**src/rtl/fetch_pc_sequencer_pkg.sv**
```systemverilog
// Shared constants and types for the fetch PC sequencer.
// Pure declarations, no logic and no latency.
// No backpressure: nothing here holds state.
package fetch_pc_sequencer_pkg;

  localparam int unsigned       DEFAULT_PC_WIDTH   = 64;
  localparam int unsigned       DEFAULT_ADDR_WIDTH = 64;
  localparam int unsigned       DEFAULT_CNT_WIDTH  = 16;
  localparam logic [63:0]       DEFAULT_RESET_VEC  = 64'h0000_0000_8000_0000;

  // Instructions are 4-byte aligned; any set bit under this mask is misaligned.
  localparam logic [1:0]        INSTR_ALIGN_MASK   = 2'b11;

  typedef enum logic [1:0] {
    ST_BOOT = 2'd0,
    ST_RUN  = 2'd1,
    ST_EXC  = 2'd2
  } fetch_state_t;

  function automatic logic is_aligned(input logic [1:0] lsb);
    return (lsb & INSTR_ALIGN_MASK) == 2'b00;
  endfunction

endpackage

```
**src/rtl/fetch_pc_sequencer_next_pc_mux.sv**
```systemverilog
// Next-PC priority select (trap > BRU > BPU > sequential) with alignment check.
// Purely combinational; results are registered by the parent.
// Honours backpressure via fire: BPU and sequential advance only on fire.
module fetch_pc_sequencer_next_pc_mux
  import fetch_pc_sequencer_pkg::*;
#(
  parameter int unsigned PC_WIDTH   = DEFAULT_PC_WIDTH,
  parameter int unsigned ADDR_WIDTH = DEFAULT_ADDR_WIDTH
) (
  input  fetch_state_t          state,
  input  logic                  fire,
  input  logic [PC_WIDTH-1:0]   pc,
  input  logic                  bpu_taken,
  input  logic [ADDR_WIDTH-1:0] bpu_addr,
  input  logic                  bru_miss,
  input  logic [ADDR_WIDTH-1:0] bru_addr,
  input  logic                  trap_redirect,
  input  logic [ADDR_WIDTH-1:0] trap_addr,
  output fetch_state_t          next_state,
  output logic [PC_WIDTH-1:0]   next_pc,
  output logic                  flush,
  output logic                  misalign,
  output logic [ADDR_WIDTH-1:0] misalign_addr,
  output logic                  count_evt
);

  logic [PC_WIDTH-1:0] trap_pc;
  logic [PC_WIDTH-1:0] bru_pc;
  logic [PC_WIDTH-1:0] bpu_pc;
  logic [PC_WIDTH-1:0] trap_pc_aligned;

  // Redirect addresses are truncated or zero-extended to the PC width.
  generate
    if (ADDR_WIDTH >= PC_WIDTH) begin : g_trunc
      assign trap_pc = trap_addr[PC_WIDTH-1:0];
      assign bru_pc  = bru_addr[PC_WIDTH-1:0];
      assign bpu_pc  = bpu_addr[PC_WIDTH-1:0];
    end else begin : g_zext
      assign trap_pc = {{(PC_WIDTH-ADDR_WIDTH){1'b0}}, trap_addr};
      assign bru_pc  = {{(PC_WIDTH-ADDR_WIDTH){1'b0}}, bru_addr};
      assign bpu_pc  = {{(PC_WIDTH-ADDR_WIDTH){1'b0}}, bpu_addr};
    end
  endgenerate

  // Trap targets are forced aligned rather than checked: a trap never faults.
  assign trap_pc_aligned = {trap_pc[PC_WIDTH-1:2], 2'b00};

  // The exception address only matters when misalign is set, so pick by source.
  assign misalign_addr = bru_miss ? bru_addr : bpu_addr;

  // Priority select; lower-priority inputs in the same cycle are dropped.
  always_comb begin
    next_state = state;
    next_pc    = pc;
    flush      = 1'b0;
    misalign   = 1'b0;
    count_evt  = 1'b0;
    unique case (state)
      ST_BOOT: begin
        next_state = ST_RUN;
        if (trap_redirect) begin
          next_pc   = trap_pc_aligned;
          flush     = 1'b1;
          count_evt = 1'b1;
        end
      end
      ST_RUN: begin
        if (trap_redirect) begin
          next_pc   = trap_pc_aligned;
          flush     = 1'b1;
          count_evt = 1'b1;
        end else if (bru_miss) begin
          if (is_aligned(bru_addr[1:0])) begin
            next_pc   = bru_pc;
            flush     = 1'b1;
            count_evt = 1'b1;
          end else begin
            misalign   = 1'b1;
            next_state = ST_EXC;
          end
        end else if (fire && bpu_taken) begin
          if (is_aligned(bpu_addr[1:0])) begin
            next_pc = bpu_pc;
          end else begin
            misalign   = 1'b1;
            next_state = ST_EXC;
          end
        end else if (fire) begin
          next_pc = pc + PC_WIDTH'(4);
        end
      end
      ST_EXC: begin
        if (trap_redirect) begin
          next_pc    = trap_pc_aligned;
          flush      = 1'b1;
          count_evt  = 1'b1;
          next_state = ST_RUN;
        end
      end
      default: begin
        next_state = ST_BOOT;
      end
    endcase
  end

endmodule

```
**src/rtl/fetch_pc_sequencer.sv**
```systemverilog
// Owns the fetch PC and issues I-cache fetch requests; parks on misaligned redirects.
// Redirect/exception in cycle N is visible on all outputs in cycle N+1.
// fetch_pc_o holds while valid & !ready, except for BRU/trap redirects.
module fetch_pc_sequencer
  import fetch_pc_sequencer_pkg::*;
#(
  parameter int unsigned        PC_WIDTH   = DEFAULT_PC_WIDTH,
  parameter int unsigned        ADDR_WIDTH = DEFAULT_ADDR_WIDTH,
  parameter logic [PC_WIDTH-1:0] RESET_VEC = PC_WIDTH'(DEFAULT_RESET_VEC),
  parameter int unsigned        CNT_WIDTH  = DEFAULT_CNT_WIDTH
) (
  input  logic                  clk_i,
  input  logic                  rst_i,
  input  logic                  fetch_ready_i,
  output logic                  fetch_valid_o,
  output logic [PC_WIDTH-1:0]   fetch_pc_o,
  input  logic                  bpu_taken_i,
  input  logic [ADDR_WIDTH-1:0] bpu_addr_i,
  input  logic                  bru_miss_i,
  input  logic [ADDR_WIDTH-1:0] bru_addr_i,
  input  logic                  trap_redirect_i,
  input  logic [ADDR_WIDTH-1:0] trap_addr_i,
  output logic                  flush_o,
  output logic                  misalign_exc_o,
  output logic [ADDR_WIDTH-1:0] misalign_addr_o,
  output logic [CNT_WIDTH-1:0]  redirect_cnt_o
);

  fetch_state_t          state_q;
  fetch_state_t          next_state;
  logic [PC_WIDTH-1:0]   pc_q;
  logic [PC_WIDTH-1:0]   next_pc;
  logic                  flush_nxt;
  logic                  misalign_nxt;
  logic [ADDR_WIDTH-1:0] misalign_addr_nxt;
  logic                  count_evt;
  logic                  fire;

  assign fire       = fetch_valid_o & fetch_ready_i;
  assign fetch_pc_o = pc_q;

  fetch_pc_sequencer_next_pc_mux #(
    .PC_WIDTH   (PC_WIDTH),
    .ADDR_WIDTH (ADDR_WIDTH)
  ) u_next_pc_mux (
    .state         (state_q),
    .fire          (fire),
    .pc            (pc_q),
    .bpu_taken     (bpu_taken_i),
    .bpu_addr      (bpu_addr_i),
    .bru_miss      (bru_miss_i),
    .bru_addr      (bru_addr_i),
    .trap_redirect (trap_redirect_i),
    .trap_addr     (trap_addr_i),
    .next_state    (next_state),
    .next_pc       (next_pc),
    .flush         (flush_nxt),
    .misalign      (misalign_nxt),
    .misalign_addr (misalign_addr_nxt),
    .count_evt     (count_evt)
  );

  // FSM, PC register and registered outputs; valid is a registered decode of the next state.
  always_ff @(posedge clk_i) begin
    if (rst_i) begin
      state_q         <= ST_BOOT;
      pc_q            <= RESET_VEC;
      fetch_valid_o   <= 1'b0;
      flush_o         <= 1'b0;
      misalign_exc_o  <= 1'b0;
      misalign_addr_o <= '0;
      redirect_cnt_o  <= '0;
    end else begin
      state_q        <= next_state;
      pc_q           <= next_pc;
      fetch_valid_o  <= (next_state == ST_RUN);
      flush_o        <= flush_nxt;
      misalign_exc_o <= misalign_nxt;
      if (misalign_nxt) begin
        misalign_addr_o <= misalign_addr_nxt;
      end
      if (count_evt && !(&redirect_cnt_o)) begin
        redirect_cnt_o <= redirect_cnt_o + CNT_WIDTH'(1);
      end
    end
  end

endmodule

```
**config.mk**
```make
export PLATFORM = sky130hd
export DESIGN_NAME = fetch_pc_sequencer
export DESIGN_NICKNAME = d
export VERILOG_FILES = /design/src/rtl/fetch_pc_sequencer_pkg.sv /design/src/rtl/fetch_pc_sequencer_next_pc_mux.sv /design/src/rtl/fetch_pc_sequencer.sv
export SDC_FILE = /design/constraint.sdc
export NUM_CORES = 1
export LEC_CHECK = 0
export ABC_AREA = 1
export CAP_MARGIN = 20
export CORE_MARGIN = 2
export CORE_UTILIZATION = 45
export CTS_CLUSTER_DIAMETER = 200
export DETAILED_ROUTE_END_ITERATION = 12
export PLACE_DENSITY = 0.77
export SLEW_MARGIN = 0
export SYNTH_ARGS = -nofsm -noshare
export SYNTH_HDL_FRONTEND = slang
export SYNTH_SLANG_ARGS = --single-unit
```
**constraint.sdc**
```tcl
create_clock -name clk_i -period 3.15 [get_ports clk_i]
set_input_delay 0.4725 -clock clk_i [delete_from_list [all_inputs] [get_ports clk_i]]
set_output_delay 0.4725 -clock clk_i [all_outputs]
set_load 0.02 [all_outputs]
```
Word-level counts from Yosys, hierarchy flattened
Index checks and enable logic that the tools add are counted.
{"block": "totals", "wordCells": 54, "out_inout_bits": 147, "regBits": 149, "rom_bits": 0, "ramBits": 0, "latch_bits": 0, "n_memories": 0}
{"block": "classes", "mux": 27, "n_lt_le_gt_ge": 0, "n_bitwise": 1, "add_sub_neg": 2, "n_shift": 0, "n_reduce_logical": 10, "multipliers": 0, "n_eq_ne": 7, "div_mod_pow": 0}
{"op": "2-to-1 mux 64 bit", "n": 8}
{"op": "case mux 64 bit (2 select lines)", "n": 1}
{"op": "adder 64 x 3 -> 64 bit, second input constant", "n": 1}
{"op": "adder 16 x 1 -> 16 bit, second input constant", "n": 1}
{"op": "AND reduction 16 bit", "n": 1}
{"op": "2-to-1 mux 2 bit", "n": 6}
{"op": "2-to-1 mux 1 bit", "n": 10}
{"op": "logical NOT 2 bit", "n": 3}
{"op": "case mux 2 bit (3 select lines)", "n": 1}
{"op": "!= test 5 x 3 -> 1 bit, second input constant", "n": 1}
{"op": "!= test 5 bit, second input constant", "n": 1}
{"op": "AND reduction 5 bit", "n": 1}
{"op": "== test 2 x 1 -> 1 bit, second input constant", "n": 2}
{"op": "!= test 4 x 3 -> 1 bit, second input constant", "n": 1}
{"op": "== test 2 bit, second input constant", "n": 1}
{"op": "logical AND 1 bit", "n": 2}
{"op": "!= test 2 x 1 -> 1 bit, second input constant", "n": 1}
{"op": "case mux 1 bit (2 select lines)", "n": 1}
{"op": "nonzero test 2 bit", "n": 1}
{"op": "OR reduction 2 bit", "n": 1}
{"op": "AND 1 bit", "n": 1}
{"op": "logical NOT 1 bit", "n": 1}

Logic depth before layout (Yosys ltp)
{"block": "depth", "ltp_word": 7, "mapped_depth": 13, "depth_no_buf": 13}

Hierarchy
A second synthesis with hierarchy kept.
{"block": "hier_totals", "hier_cells": 2278, "area_unflattened_um2": 12398.1}
{"module": "fetch_pc_sequencer_next_pc_mux", "seq_area_each_um2": 0.0, "n_inst": 1, "area_per_inst_um2": 7327.0, "cells_per_inst": 1642}
{"module": "fetch_pc_sequencer", "seq_area_each_um2": 2982.9, "n_inst": 1, "area_per_inst_um2": 5071.1, "cells_per_inst": 636}

Worst setup path after synthesis
OpenSTA, ideal clock, no wires.
{"block": "synth_timing", "path_type": "register -> register", "startpoint": "register pc_q[2] (netlist: fetch_pc_o[2])", "endpoint": "register pc_q[56] (netlist: fetch_pc_o[56])", "t_required_ns": 3.018, "n_path_buf": 0, "setup_time_ns": 0.132, "stages_incl_launch_ff": 13, "arrival_ns": 1.766, "setup_slack_ns": 1.252, "path_cell_list": "dfxtp_1 > ha_1 > nand2_2 > nor2_4 > nand3_2 > inv_2 > nand2_1 > o21ai_1 > nand3_1 > nand2_1 > nand2_1 > nand2_1 > a21oi_1"}
{"block": "synth_between", "elab_chain_cells": 6}
{"element": "start: declaration", "line": "fetch_pc_sequencer.sv:31", "rtl": "logic [PC_WIDTH-1:0] pc_q;"}
{"element": "start signal: assignment", "line": "fetch_pc_sequencer.sv:75", "rtl": "pc_q <= next_pc;"}
{"element": "adder 64 x 3 -> 64 bit", "line": "fetch_pc_sequencer_next_pc_mux.sv:89", "rtl": "next_pc = pc + PC_WIDTH'(4);"}
{"element": "2-to-1 mux 64 bit", "line": "fetch_pc_sequencer_next_pc_mux.sv:88", "rtl": "end else if (fire) begin"}
{"element": "2-to-1 mux 64 bit", "line": "fetch_pc_sequencer_next_pc_mux.sv:81", "rtl": "end else if (fire && bpu_taken) begin"}
{"element": "2-to-1 mux 64 bit", "line": "fetch_pc_sequencer_next_pc_mux.sv:72", "rtl": "end else if (bru_miss) begin"}
{"element": "2-to-1 mux 64 bit", "line": "fetch_pc_sequencer_next_pc_mux.sv:68", "rtl": "if (trap_redirect) begin"}
{"element": "case mux 64 bit (2 select lines)", "line": "fetch_pc_sequencer_next_pc_mux.sv:58", "rtl": "unique case (state)"}
Every way passes these cells. The select of a mux whose other input is x is not followed.
A chain may end at the register's enable or synchronous reset.

Final worst setup path
{"block": "layout_timing", "startpoint": "register pc_q[2] (netlist: fetch_pc_o[2])", "endpoint": "register pc_q[48] (netlist: fetch_pc_o[48])"}
Same word-level chain as after synthesis.

==> impl_metrics.yaml <==
status:
  outcome: "finished, final reports clean"
clock_tree:
  h-tree-depth: 4
  postCtsSetupBuffers: 0
  path_clk_slew_ns: 0.07
  clkSinkCount: 149
  cts_tree: "built"
  cts_root_buf: "clkbuf_16"
  cts.repair.resized: 0
  clk_latency_ns: 0.44
  cts_hold_buf: 0
  cts_buffer_depth: 2
  cts-buffers-inserted: 17
layout:
  fillers: 2010
  final_cells: 2243
  ff_latch_area_um2: 2980
  area_delta_synth_final_pct: 42.9
  diodes: 0
  final_core_util_pct: 66.0
  nets: 2155
  stdcell_area_um2: 14000
  multi_input_area_um2: 6040
  drive_above_1_share_pct: 4.83
floorplanning:
  fp.dieW_um: 151
  core_um2: 21200
  initial_core_util_pct: 46.2
  rows: 53
  die_h_um: 151
  ios: 345
  dieArea_um2: 22900
logic_synthesis:
  synth-edff-count: 0
  yosys_register_bits: 149
  synthesis.area_um2: 9770
  yosysWarnings: 0
  syn_avg_cell_area_um2: 5.86
  syn_nets: 1867
  syn_inst: 1667
  synth_seq_area_share_pct: 30.5
  synth_flop_cell: "dfxtp_1"
  ys_async_sr_fraction_pct: 0
  synth.distinct_cells: 37
worst_setup_path:
  crit_cells: 12
  cp.arrival_ns: 2.67
  startpoint_type: "flip-flop"
  cp_num_buf_inv: 0
  critPathTopFamily: "simple AND/OR/NAND/NOR gates"
  crit_start: "fetch_pc_o[2]$_SDFFE_PP0P_"
  required_ns: 3.44
  slowest_stage: "dfxtp_1"
  crit_path_end: "fetch_pc_o[48]$_SDFFE_PP0P_"
  regToRegSetupSlack_ns: 0.77
  reg2reg_from: "fetch_pc_o[2]$_SDFFE_PP0P_"
  cp-end-kind: "flip-flop"
  critPathMostFrequentCell: "nand2_1"
  max_stage_delay_ns: 0.55
  rr_endpoint: "fetch_pc_o[48]$_SDFFE_PP0P_"
  critPathKind: "reg2reg"
  crit_fanout: 7
  crit_chain: "ha_1 > nand2_2 > nor2_4 > nand3_2 > nor2_4 > nand3_1 > nand2_1 > nand3_1 > nand2_1 > nand2_1 > nand2_1 > a21oi_1"
  r2r_cells: 12
route:
  viasPerCell: 5.43
  drt_iter0_markers: 796
  wl_per_cell_um: 17.5
  vias: 12200
  routed_wl_um: 39200
  drcViolationCount: 0
  first_pass_iters: 6
  drtAntennaViolNets: 0
place:
  globalplace.congestion: 0.957
  placed_area_um2: 13300
  numPlacedInstances: 2211
  hpwlAfterDp_um: 29400
  portBuffers: 342
timing:
  rsz0062_at_grt: "false"
  slew-limit-headroom_pct: 36.7
  fmax_ghz: 0.420
  slew_viol_final: 0
  min_period_ns: 2.38
  tightest_slew_ns: 0.949
  final-hold-violation-count: 0
  finClkSkew_ns: 0.0140
  whs_ns: 0.453
  setup_viol: 0
  fin_crit_sh_pct: 75.5
  setup_tns_ns: 0
pwr:
  power.density_nw_per_um2: 425
  leakagePower_uw: 0.00546
  peakVddDrop_mv: 0.344
grt:
  grt_pass1_vias: 11300
  antenna_found_initial: 0
  grt_pass1_wl_um: 59800
  gr-total-overflow: 0
  grt_max_degree: 129
  gr-usage-all-layers_pct: 33.4
min_path:
  min_path_type: "in2reg"
job:
  cap_violations: 0
-- stage by stage --
| step | total power [uW] | worst slack, ns |
|---|---|---|
| 2_1_floorplan | 2960 | 1.25 |
| 3_3_place_gp | 3690 | 0.563 |
| 3_5_place_dp | 3710 | 0.535 |
| 4_1_cts | 5930 | 0.803 |
| 5_1_grt | 6170 | 0.635 |
| 6_report | 5930 | 0.772 |
-- sequential cells by signal (all words and copies together), names as in the netlist --
register and cells:
fetch_pc_o 64, misalign_addr_o 64, fetch_valid_o 1, flush_o 1
state_q 2, misalign_exc_o 1, redirect_cnt_o 16
-- layer usage --
layer	GRT usage [%]	vias up	routed length, um
met1	42.1	5506	16200
met3	6.93	92	3450
met2	56.4	562	18200
met5	0	-	0
met4	12.1	0	1400
li1	-	6012	-
-- kinds of logic (layout without fill, tap and decap cells) --
logic type / count (synthesis) / in the layout / synth area share, %
AO/OA/AOI/OAI: 317 / 317 / 17.5
XOR/XNOR: 26 / 26 / 2.33
adder cells (fa/ha/maj): 2 / 2 / 0.256
buffers and inverters: 190 / 491 / 7.94
flip-flops: 149 / 149 / 30.5
AND/OR/NAND/NOR: 983 / 983 / 41.5
-- power breakdown --
group | leakage [uW] | total (uW) | internal (uW) | switching, uW
combinational | 0.00394 | 1490 | 679 | 814
clock | 0.000307 | 2250 | 1280 | 966
sequential | 0.00122 | 2190 | 2010 | 175
total | 0.00546 | 5930 | 3980 | 1960
-- worst min-delay path by stage --
stage	depth (start not counted)	end	slack, ns	start
after floorplan	2	misalign_addr_o[20]$_SDFFE_PP0P_	0.54	misalign_addr_o[20]$_SDFFE_PP0P_
after global placement	2	misalign_addr_o[20]$_SDFFE_PP0P_	0.45	misalign_addr_o[20]$_SDFFE_PP0P_
after detailed placement	2	misalign_addr_o[20]$_SDFFE_PP0P_	0.46	misalign_addr_o[20]$_SDFFE_PP0P_
after CTS	3	flush_o$_SDFF_PP0_	0.45	bru_miss_i
after global routing	3	flush_o$_SDFF_PP0_	0.47	bru_miss_i
final	4	misalign_addr_o[61]$_SDFFE_PP0P_	0.45	bru_miss_i
-- cells in the mapped netlist (11+ instances only) --
master	count	area share (%)
nand3_1	88	4.5
xor2_1	16	1.4
nor2_1	232	8.9
a31oi_1	63	4.0
clkbuf_1	49	1.9
dfxtp_1	149	31
inv_1	93	3.6
o21ai_1	21	1.1
nor2_2	11	0.70
buf_2	26	1.3
nand2_1	591	23
a21oi_1	128	6.6
nand4_1	20	1.3
o21ai_0	92	4.7
-- layout by cell type (no fill, tap or decap), drive strengths merged, types with 2 or more instances in the layout --
cell type and n:
bufinv 3, dfxtp 149, buf 17, nand3b 4
o211ai 7, clkdlybuf4s50 340, or2 2, xnor2 10
o21ai 114, inv 111, xor2 16, a31oi 63
nor2 251, nor3b 3, a211oi 3, nand2 596
nand3 92, nor3 12, clkinv 2, nand4 20
clkbuf 17, a21oi 128, ha 2, nor4 3
-- worst register-to-register path, stage by stage (launching register included) --
cell     delay [ns]
dfxtp_1        0.55
ha_1           0.29
nand2_2        0.09
nor2_4         0.24
nand3_2        0.22
nor2_4         0.29
nand3_1        0.12
nand2_1        0.07
nand3_1        0.12
nand2_1        0.09
nand2_1        0.05
nand2_1        0.06
a21oi_1        0.05
-- final cells by class --
cell class / instances / share of cell area, %
clock inverters: 15 / 1.46
clock buffers: 17 / 3.05
multi-input cells: 1328 / 43.3
repair buffers: 357 / 25.6
flip-flops and latches: 149 / 21.4
inverters: 102 / 2.74
well taps: 275 / 2.47
No activity file was read; power rests on OpenSTA's default activity.
